==> src/rtl/pipe_skid_stage.sv <==
// pipe_skid_stage: inter-stage pipeline register with valid/ready handshake.
// MODE=0 (SKID): 2-entry skid buffer, in_ready is registered from state only.
// MODE=1 (PASS): 1-entry register, in_ready = out_ready | ~out_valid.
// Empty stage presents a bubble: out_valid=0 and ctrl bits [CTRL_W-1:0] = 0.
// Ports:
//   clk, startin (async active-low reset)
//   flush                            - synchronous discard of held/incoming entries
//   in_valid/in_ready/in_data        - upstream handshake
//   out_valid/out_ready/out_data     - downstream handshake
//   occupancy                        - held entries (0..2)
//   drop_cnt                         - saturating count of flushed entries
module pipe_skid_stage #(
  parameter int unsigned DATA_W = 71,
  parameter int unsigned CTRL_W = 2,
  parameter int unsigned MODE   = 0,
  parameter int unsigned CNT_W  = 16
) (
  input  logic              clk,
  input  logic              startin,
  input  logic              flush,
  input  logic              in_valid,
  output logic              in_ready,
  input  logic [DATA_W-1:0] in_data,
  output logic              out_valid,
  input  logic              out_ready,
  output logic [DATA_W-1:0] out_data,
  output logic [1:0]        occupancy,
  output logic [CNT_W-1:0]  drop_cnt
);

  localparam logic [1:0] ST_EMPTY = 2'd0;
  localparam logic [1:0] ST_ONE   = 2'd1;
  localparam logic [1:0] ST_TWO   = 2'd2;

  localparam int unsigned SUM_W = CNT_W + 2;
  localparam logic [DATA_W-1:0] KEEP_MASK = {{(DATA_W-CTRL_W){1'b1}}, {CTRL_W{1'b0}}};
  localparam logic [SUM_W-1:0]  CNT_MAX   = {2'b00, {CNT_W{1'b1}}};

  logic [1:0]        state, state_nxt;
  logic [DATA_W-1:0] main_q, main_nxt;
  logic [DATA_W-1:0] skid_q, skid_nxt;
  logic [CNT_W-1:0]  drop_nxt;
  logic              rdy_q, rdy_nxt;
  logic              in_fire_c, out_fire_c;
  logic [2:0]        drop_inc_c;
  logic [SUM_W-1:0]  drop_sum_c;

  // Outputs decoded straight from flops; state encoding equals occupancy.
  assign out_valid = (state != ST_EMPTY);
  assign out_data  = main_q;
  assign occupancy = state;

  // rdy_q keeps in_ready low through reset and tracks "not full" in SKID mode.
  generate
    if (MODE == 1) begin : g_pass
      assign in_ready = rdy_q & (out_ready | ~out_valid);
    end else begin : g_skid
      assign in_ready = rdy_q;
    end
  endgenerate

  assign in_fire_c  = in_valid & in_ready;
  assign out_fire_c = out_valid & out_ready;

  // Entries discarded by a flush: held plus incoming, minus one leaving downstream.
  assign drop_inc_c = 3'(state) + 3'(in_fire_c) - 3'(out_fire_c);
  assign drop_sum_c = SUM_W'(drop_cnt) + SUM_W'(drop_inc_c);

  // State register.
  always_ff @(posedge clk or negedge startin) begin
    if (!startin) begin
      state    <= ST_EMPTY;
      main_q   <= '0;
      skid_q   <= '0;
      drop_cnt <= '0;
      rdy_q    <= 1'b0;
    end else begin
      state    <= state_nxt;
      main_q   <= main_nxt;
      skid_q   <= skid_nxt;
      drop_cnt <= drop_nxt;
      rdy_q    <= rdy_nxt;
    end
  end

  // Next-state and datapath selection.
  always_comb begin
    state_nxt = state;
    main_nxt  = main_q;
    skid_nxt  = skid_q;
    drop_nxt  = drop_cnt;

    case (state)
      ST_EMPTY: begin
        if (in_fire_c) begin
          state_nxt = ST_ONE;
          main_nxt  = in_data;
        end
      end
      ST_ONE: begin
        if (in_fire_c && out_fire_c) begin
          main_nxt = in_data;
        end else if (in_fire_c) begin
          state_nxt = ST_TWO;
          skid_nxt  = in_data;
        end else if (out_fire_c) begin
          state_nxt = ST_EMPTY;
        end
      end
      ST_TWO: begin
        if (out_fire_c) begin
          state_nxt = ST_ONE;
          main_nxt  = skid_q;
        end
      end
      default: state_nxt = ST_EMPTY;
    endcase

    if (flush) begin
      state_nxt = ST_EMPTY;
      main_nxt  = main_q;
      skid_nxt  = skid_q;
      drop_nxt  = (drop_sum_c > CNT_MAX) ? drop_cnt | {CNT_W{1'b1}} : CNT_W'(drop_sum_c);
    end

    // Bubble: ctrl bits cleared whenever the stage goes empty, payload bits kept.
    if (state_nxt == ST_EMPTY) begin
      main_nxt = main_nxt & KEEP_MASK;
    end

    rdy_nxt = (state_nxt != ST_TWO) || (MODE == 1);
  end

endmodule

==> config.mk <==
export PLATFORM = sky130hd
export DESIGN_NAME = pipe_skid_stage
export DESIGN_NICKNAME = d
export VERILOG_FILES = /design/src/rtl/pipe_skid_stage.sv
export SDC_FILE = /design/constraint.sdc
export NUM_CORES = 1
export LEC_CHECK = 0
export CAP_MARGIN = 25
export CORE_UTILIZATION = 50
export CTS_CLUSTER_DIAMETER = 120
export DETAILED_ROUTE_END_ITERATION = 7
export PLACE_DENSITY = 0.81
export RECOVER_POWER = 50
export SYNTH_ARGS = -nofsm -noshare
export SYNTH_HDL_FRONTEND = slang
export SYNTH_SLANG_ARGS = --single-unit
export TNS_END_PERCENT = 50
==> constraint.sdc <==
create_clock -name clk -period 3.7 [get_ports clk]
set_input_delay 0.74 -clock clk [delete_from_list [all_inputs] [get_ports clk]]
set_output_delay 0.74 -clock clk [all_outputs]
set_load 0.05 [all_outputs]
==> impl_metrics.json, run 1 <==
{
  "grt_pass1_wl_um": 26370,
  "muxShareOfSynthArea": 0.2193,
  "synth.distinct_cells": 48,
  "portBuffers": 166,
  "p_leak_nw": 4.583,
  "io_pins": 167,
  "die_w_um": 120.6,
  "critical_path_class": "input port to flip-flop",
  "fin_crit_sh": 0.9196,
  "place_ws_ps": -63.63,
  "syn_area_um2": 7030,
  "yosysTopAreaCellShare": 0.5731,
  "ys_top_cells_by_count": "161 x dfrtp_1, 83 x nand2_1, 78 x o21ai_0",
  "ant_nets": 0,
  "setup_violations": 0,
  "cts_buffers": 17,
  "ctsHoldBuffers": 0,
  "violations": "capacitance limit, slew limit",
  "min-delay-start": "out_data[49]",
  "finish.instance_area_um2": 9465,
  "route.detailed.drc": 0,
  "syn_inst": 580,
  "syn_nets": 662,
  "power.density_nw_per_um2": 651.7,
  "die_area_um2": 14540,
  "vias_per_cell": 5.409,
  "synth_top_family_by_area": "multiplexers",
  "clkSlewWorstSetupHoldPaths_ps": 60,
  "vias": 5041,
  "totalPowerFinal_mw": 6.169,
  "finalWorstSetupSlack_ps": 297.4,
  "initial_utilization": 0.5226,
  "synth_seq_area_share": 0.5731,
  "die_height_um": 120.6,
  "post-cts-setup-buffer-count": 0,
  "r2r-start": "occupancy[1]",
  "yosysMostFrequentCell": "dfrtp_1",
  "cts-root-buf": "clkbuf_16",
  "hold_path.class": "flip-flop to flip-flop",
  "max_freq_mhz": 293.9,
  "place_area_um2": 8895,
  "rsz0062_at_grt": "false",
  "drt_wl_total_um": 15820,
  "coreArea_um2": 13450,
  "clock_path_buffers": 2,
  "max-slew-margin-rel": -0.2840,
  "yosysWarnings": 0,
  "drive_above_1_share": 0.1376,
  "ys.flop_type": "dfrtp_1",
  "cp.required_ps": 3990,
  "worstPathArrival_ps": 3690,
  "grt_pass1_vias": 5328,
  "synth_xor_xnor_area_share": 0.004983,
  "htree_num_levels": 4,
  "startpoint": "in_valid",
  "synth_area_leaders": "dfrtp_1 57%, mux2i_1 10%, mux2_2 9.1%, o21ai_0 5.6%, nand2_1 4.4%",
  "num_rows": 42,
  "ys_seq_elements": 161,
  "grt.met2_usage": 0.3926,
  "grt_antenna_before_repair": 0,
  "synthSimpleGateAreaFrac": 0.08667,
  "cap_viol_max_count": 1,
  "routedWlPerCell_um": 16.97,
  "vdd_drop_max_uv": 356.8,
  "synth_fa_ha_area_frac": 0.01281,
  "diodes": 0,
  "overflow": 0,
  "routabilityCongestion": 0.8811,
  "tritoncts": "built",
  "grt_max_degree": 141,
  "drt_iter0_markers": 289,
  "tightest_slew_ps": 1926,
  "fin_tns_setup_ps": 0,
  "drt-pass1-iter-count": 4,
  "final_net_count": 826,
  "end_kind": "flip-flop",
  "cts.sinks": 161,
  "busiest_layer": "met2",
  "outcome": "finished, violations left",
  "worstSetupStartpointType": "input port",
  "critPathMaxFanout": 4,
  "grtUsageTotal": 0.2332,
  "synth_top_area_cell": "dfrtp_1",
  "hold_violations": 0,
  "finClkSkew_ps": 5.734,
  "use_met3": 0.05943,
  "grtUsageMet1": 0.2882,
  "synth.avg_cell_area_um2": 12.12,
  "synth_edf_count": 0,
  "area.growth.synth_to_final_pct": 34.63,
  "insertion_delay_ps": 420,
  "synth_async_sr_flop_share": 1.000,
  "cts_resized": 0,
  "rrSetupSlack_ps": 440,
  "layout_min_cycle_time_ps": 3403,
  "final_util": 0.7036,
  "slew_viol_final": 39,
  "hpwl_um": 10700,
  "synth_compound_area_frac": 0.07564,
  "fill_cells": 987
}
## through the flow
stage	instances	hold slack, ps
2_1_floorplan	580	444.4
3_5_place_dp	901	470.6
4_1_cts	932	214.7
5_1_grt	932	507.8
6_report	932	483.9
3_3_place_gp	901	460.7
## critical path, stage by stage
cell and delay [ps]:
clkdlybuf4s50_1 530, nand2_1 120, nand3_1 130, nand2_1 70, ha_1 200, fa_1 520, inv_1 70, fa_1 400
nor2b_1 160, o21ai_0 130, buf_4 170, nor4b_1 340, a21oi_1 120
## cells by family (layout without fill, tap and decap cells)
logic type               after synthesis  count (layout)
adder cells (fa/ha/maj)                6               6
XOR/XNOR                               4               4
multiplexers                         145             145
AO/OA/AOI/OAI                         98              98
flip-flops                           161             161
buffers and inverters                 38             214
AND/OR/NAND/NOR                      128             128
## routing by layer
metal / up-vias / wire length (µm)
met5: - / 0
met2: 141 / 8024
met3: 19 / 854
li1: 2375 / -
met1: 2506 / 6637
met4: 0 / 300
## cell usage in the layout (no fill, tap or decap), drive strengths merged, types with 5 or more instances in the layout
cell type      netlist  layout
mux2i               73      73
clkdlybuf4s50        0     164
clkbuf               4      22
dfrtp              161     161
buf                 27       7
nand3               11      11
o21ai               80      80
nand2               84      84
clkinv               0       5
inv                  7       8
mux2                72      72
nor2                 8       8
## flip-flops by register name (all words and copies together), names as in the netlist
signal	flops
skid_q	71
occupancy	2
in_ready	1
out_data	71
drop_cnt	16
## path summary, 6_finish.rpt
path                                end  cells after the start
min reg2reg                out_data[49]                      2
max in group asynchronous     skid_q[7]                      2
max reg2reg                 drop_cnt[6]                     12
min in group asynchronous    skid_q[22]                      1
max                         drop_cnt[6]                     13
min                        out_data[49]                      2
## report_power, final
part / switching (mW) / internal, mW / leakage [nW] / total, mW
sequential: 0.290 / 2.19 / 1.99 / 2.48
combinational: 1.13 / 0.729 / 2.31 / 1.86
clock: 0.698 / 1.13 / 0.292 / 1.82
total: 2.12 / 4.05 / 4.58 / 6.17
## final cells by class
class	instances	area [µm²]	area share
clock buffer	18	429.2	0.04534
clock inverter	13	187.7	0.01983
inverter	7	26.28	0.002776
multi-input combinational	381	2824	0.2983
sequential	161	4029	0.4256
tap	176	220.2	0.02327
timing repair buffer	176	1749	0.1848
Note: power is estimated with default switching activity, not from simulation.
==> run 2: changes to the inputs <==
--- a/config.mk
+++ b/config.mk
@@ -6,6 +6,7 @@
 export NUM_CORES = 1
 export LEC_CHECK = 0
 export CAP_MARGIN = 25
+export CORE_MARGIN = 1.5
 export CORE_UTILIZATION = 50
 export CTS_CLUSTER_DIAMETER = 120
 export DETAILED_ROUTE_END_ITERATION = 7
==> run 2 against run 1 <==
  * The run still ends with capacitance limit, slew limit left
  * Critical path depth stayed put
  * First-iteration DRC count is 1.0% higher
  * Count of clock-buffer cells in the layout is 4 higher
  * Routed wire length is 2.1% higher
  * Fmax hardly changed
  * Flip-flop and latch count stayed put
  * Worst setup slack better by 1.4 ps
  * Core utilization is 1.5 points lower
==> impl_metrics.json, run 2 (synthesis results as in run 1) <==
{
  "outcome": "finished, violations left",
  "violations": "capacitance limit, slew limit",
  "seq_power_share": 0.398,
  "routedWlPerCell_um": 17.20,
  "drt_iter0_markers": 292,
  "critPathMaxFanout": 4,
  "end_kind": "flip-flop",
  "ctsHoldBuffers": 0,
  "place_ws_ps": -80.75,
  "vias": 5099,
  "post-cts-setup-buffer-count": 0,
  "tritoncts": "built",
  "htree_num_levels": 4,
  "max-slew-margin-rel": -0.2877,
  "cts_resized": 0,
  "fin_crit_sh": 0.9192,
  "drt_wl_total_um": 16160,
  "grt_pass1_wl_um": 26140,
  "area.growth.synth_to_final_pct": 35.34,
  "die_area_um2": 14780,
  "vias_per_cell": 5.430,
  "die_height_um": 121.6,
  "final_net_count": 829,
  "cts-root-buf": "clkbuf_16",
  "drt-pass1-iter-count": 4,
  "p_sw_frac": 0.3362,
  "finalWorstSetupSlack_ps": 298.8,
  "slew_viol_final": 79,
  "clock_path_buffers": 2,
  "grtUsageTotal": 0.2277,
  "grt_max_degree": 141,
  "clkSlewWorstSetupHoldPaths_ps": 60,
  "cap_viol_max_count": 1,
  "hpwl_um": 10770,
  "overflow": 0,
  "power.density_nw_per_um2": 657.9,
  "grt_pass1_vias": 5247,
  "hold_path.class": "flip-flop to flip-flop",
  "holdWs_ps": 482.1,
  "grt_antenna_before_repair": 0,
  "hold_violations": 0,
  "final_common_cell": "clkdlybuf4s50_1",
  "initial_utilization": 0.5085,
  "cts_buffers": 17,
  "ant_nets": 0,
  "vdd_drop_max_uv": 463.1,
  "worstPathArrival_ps": 3680,
  "setup_violations": 0,
  "critical_path_class": "input port to flip-flop",
  "final_cell_mix": "164 x clkdlybuf4s50_1, 161 x dfrtp_1, 82 x nand2_1",
  "insertion_delay_ps": 410,
  "portBuffers": 166,
  "cp.required_ps": 3980,
  "switching_power_mw": 2.105,
  "num_rows": 43,
  "routabilityCongestion": 0.8563,
  "coreArea_um2": 13830,
  "die_w_um": 121.6,
  "diodes": 0,
  "route.detailed.drc": 0,
  "drive_above_1_share": 0.1397,
  "p_leak_nw": 4.620,
  "rsz0062_at_grt": "false",
  "internal_power_mw": 4.155,
  "max_freq_mhz": 294.0,
  "pwr-share-comb": 0.299,
  "p_clk_frac": 0.304,
  "worstSetupStartpointType": "input port",
  "tightest_slew_ps": 1932,
  "cts.sinks": 161,
  "finClkSkew_ps": 5.517,
  "io_pins": 167,
  "layout_min_cycle_time_ps": 3401
}
run 2: changes by cell type in the layout (fill, tap and decap cells not counted), sizes merged:
| cell | before | now |
|---|---|---|
| clkbuf | 22 | 27 |
| inv | 8 | 7 |
| clkinvlp | 3 | 1 |
| buf | 7 | 9 |
| bufinv | 4 | 5 |
| clkinv | 5 | 3 |
run 2: power groups by stage:
stage | registers [mW] | clock network, mW | logic (mW)
global route | 2.54 | 2.01 | 1.99
detailed placement | 2.50 | 0 | 1.88
CTS | 2.48 | 1.94 | 1.89
global placement | 2.47 | 0 | 1.82
finish | 2.49 | 1.90 | 1.87
floorplan | 3.11 | 0 | 0.537
run 2: metrics by stage:
stage               total power, mW  instance area, µm²  std cells    util  setup TNS (ps)
floorplan                     3.649                7030        580       -               0
global placement              4.298                8890        907  0.6429               0
detailed placement            4.387                8890        907  0.6429          -137.3
CTS                           6.314                9534        938  0.6895               0
global route                  6.550                9515        939  0.6882               0
finish                        6.260                9515        939  0.6882               0
run 2: layout make-up:
cell class              count  area (µm²)
fillers                   997        4312
flip-flops and latches    161        4029
multi-input cells         381        2831
repair buffers            179        1759
clock buffers              22       464.2
well taps                 180       225.2
clock inverters             9       180.2
inverters                   7       26.28
run 2: worst paths after layout:
kind,from,endpoint,slack (ps),cells after the start
setup / recovery,in_valid,drop_cnt[6],300,13
hold / removal,out_data[66],out_data[66],480,2
setup reg to reg,occupancy[1],drop_cnt[6],440,12
hold reg to reg,out_data[66],out_data[66],480,2
max in group asynchronous,startin,skid_q[22],910,2
min in group asynchronous,startin,skid_q[19],850,1
run 2: critical path: stages:
cell and delay [ps]:
clkdlybuf4s50_1 490, nand2_1 120, nand3_1 140, nand2_1 70, ha_1 190, fa_1 510, inv_1 60, fa_1 420
nor2b_1 170, o21ai_0 140, buf_4 170, nor4b_1 350, a21oi_1 120
run 2: metal layers:
metal	GRT usage	share of wire	vias up	routed length [µm]
li1	-	-	2379	-
met2	0.3824	0.51	151	8189
met3	0.04026	0.041	20	660
met5	0	0	-	0
met4	0.09632	0.019	0	306
met1	0.2921	0.43	2549	6999
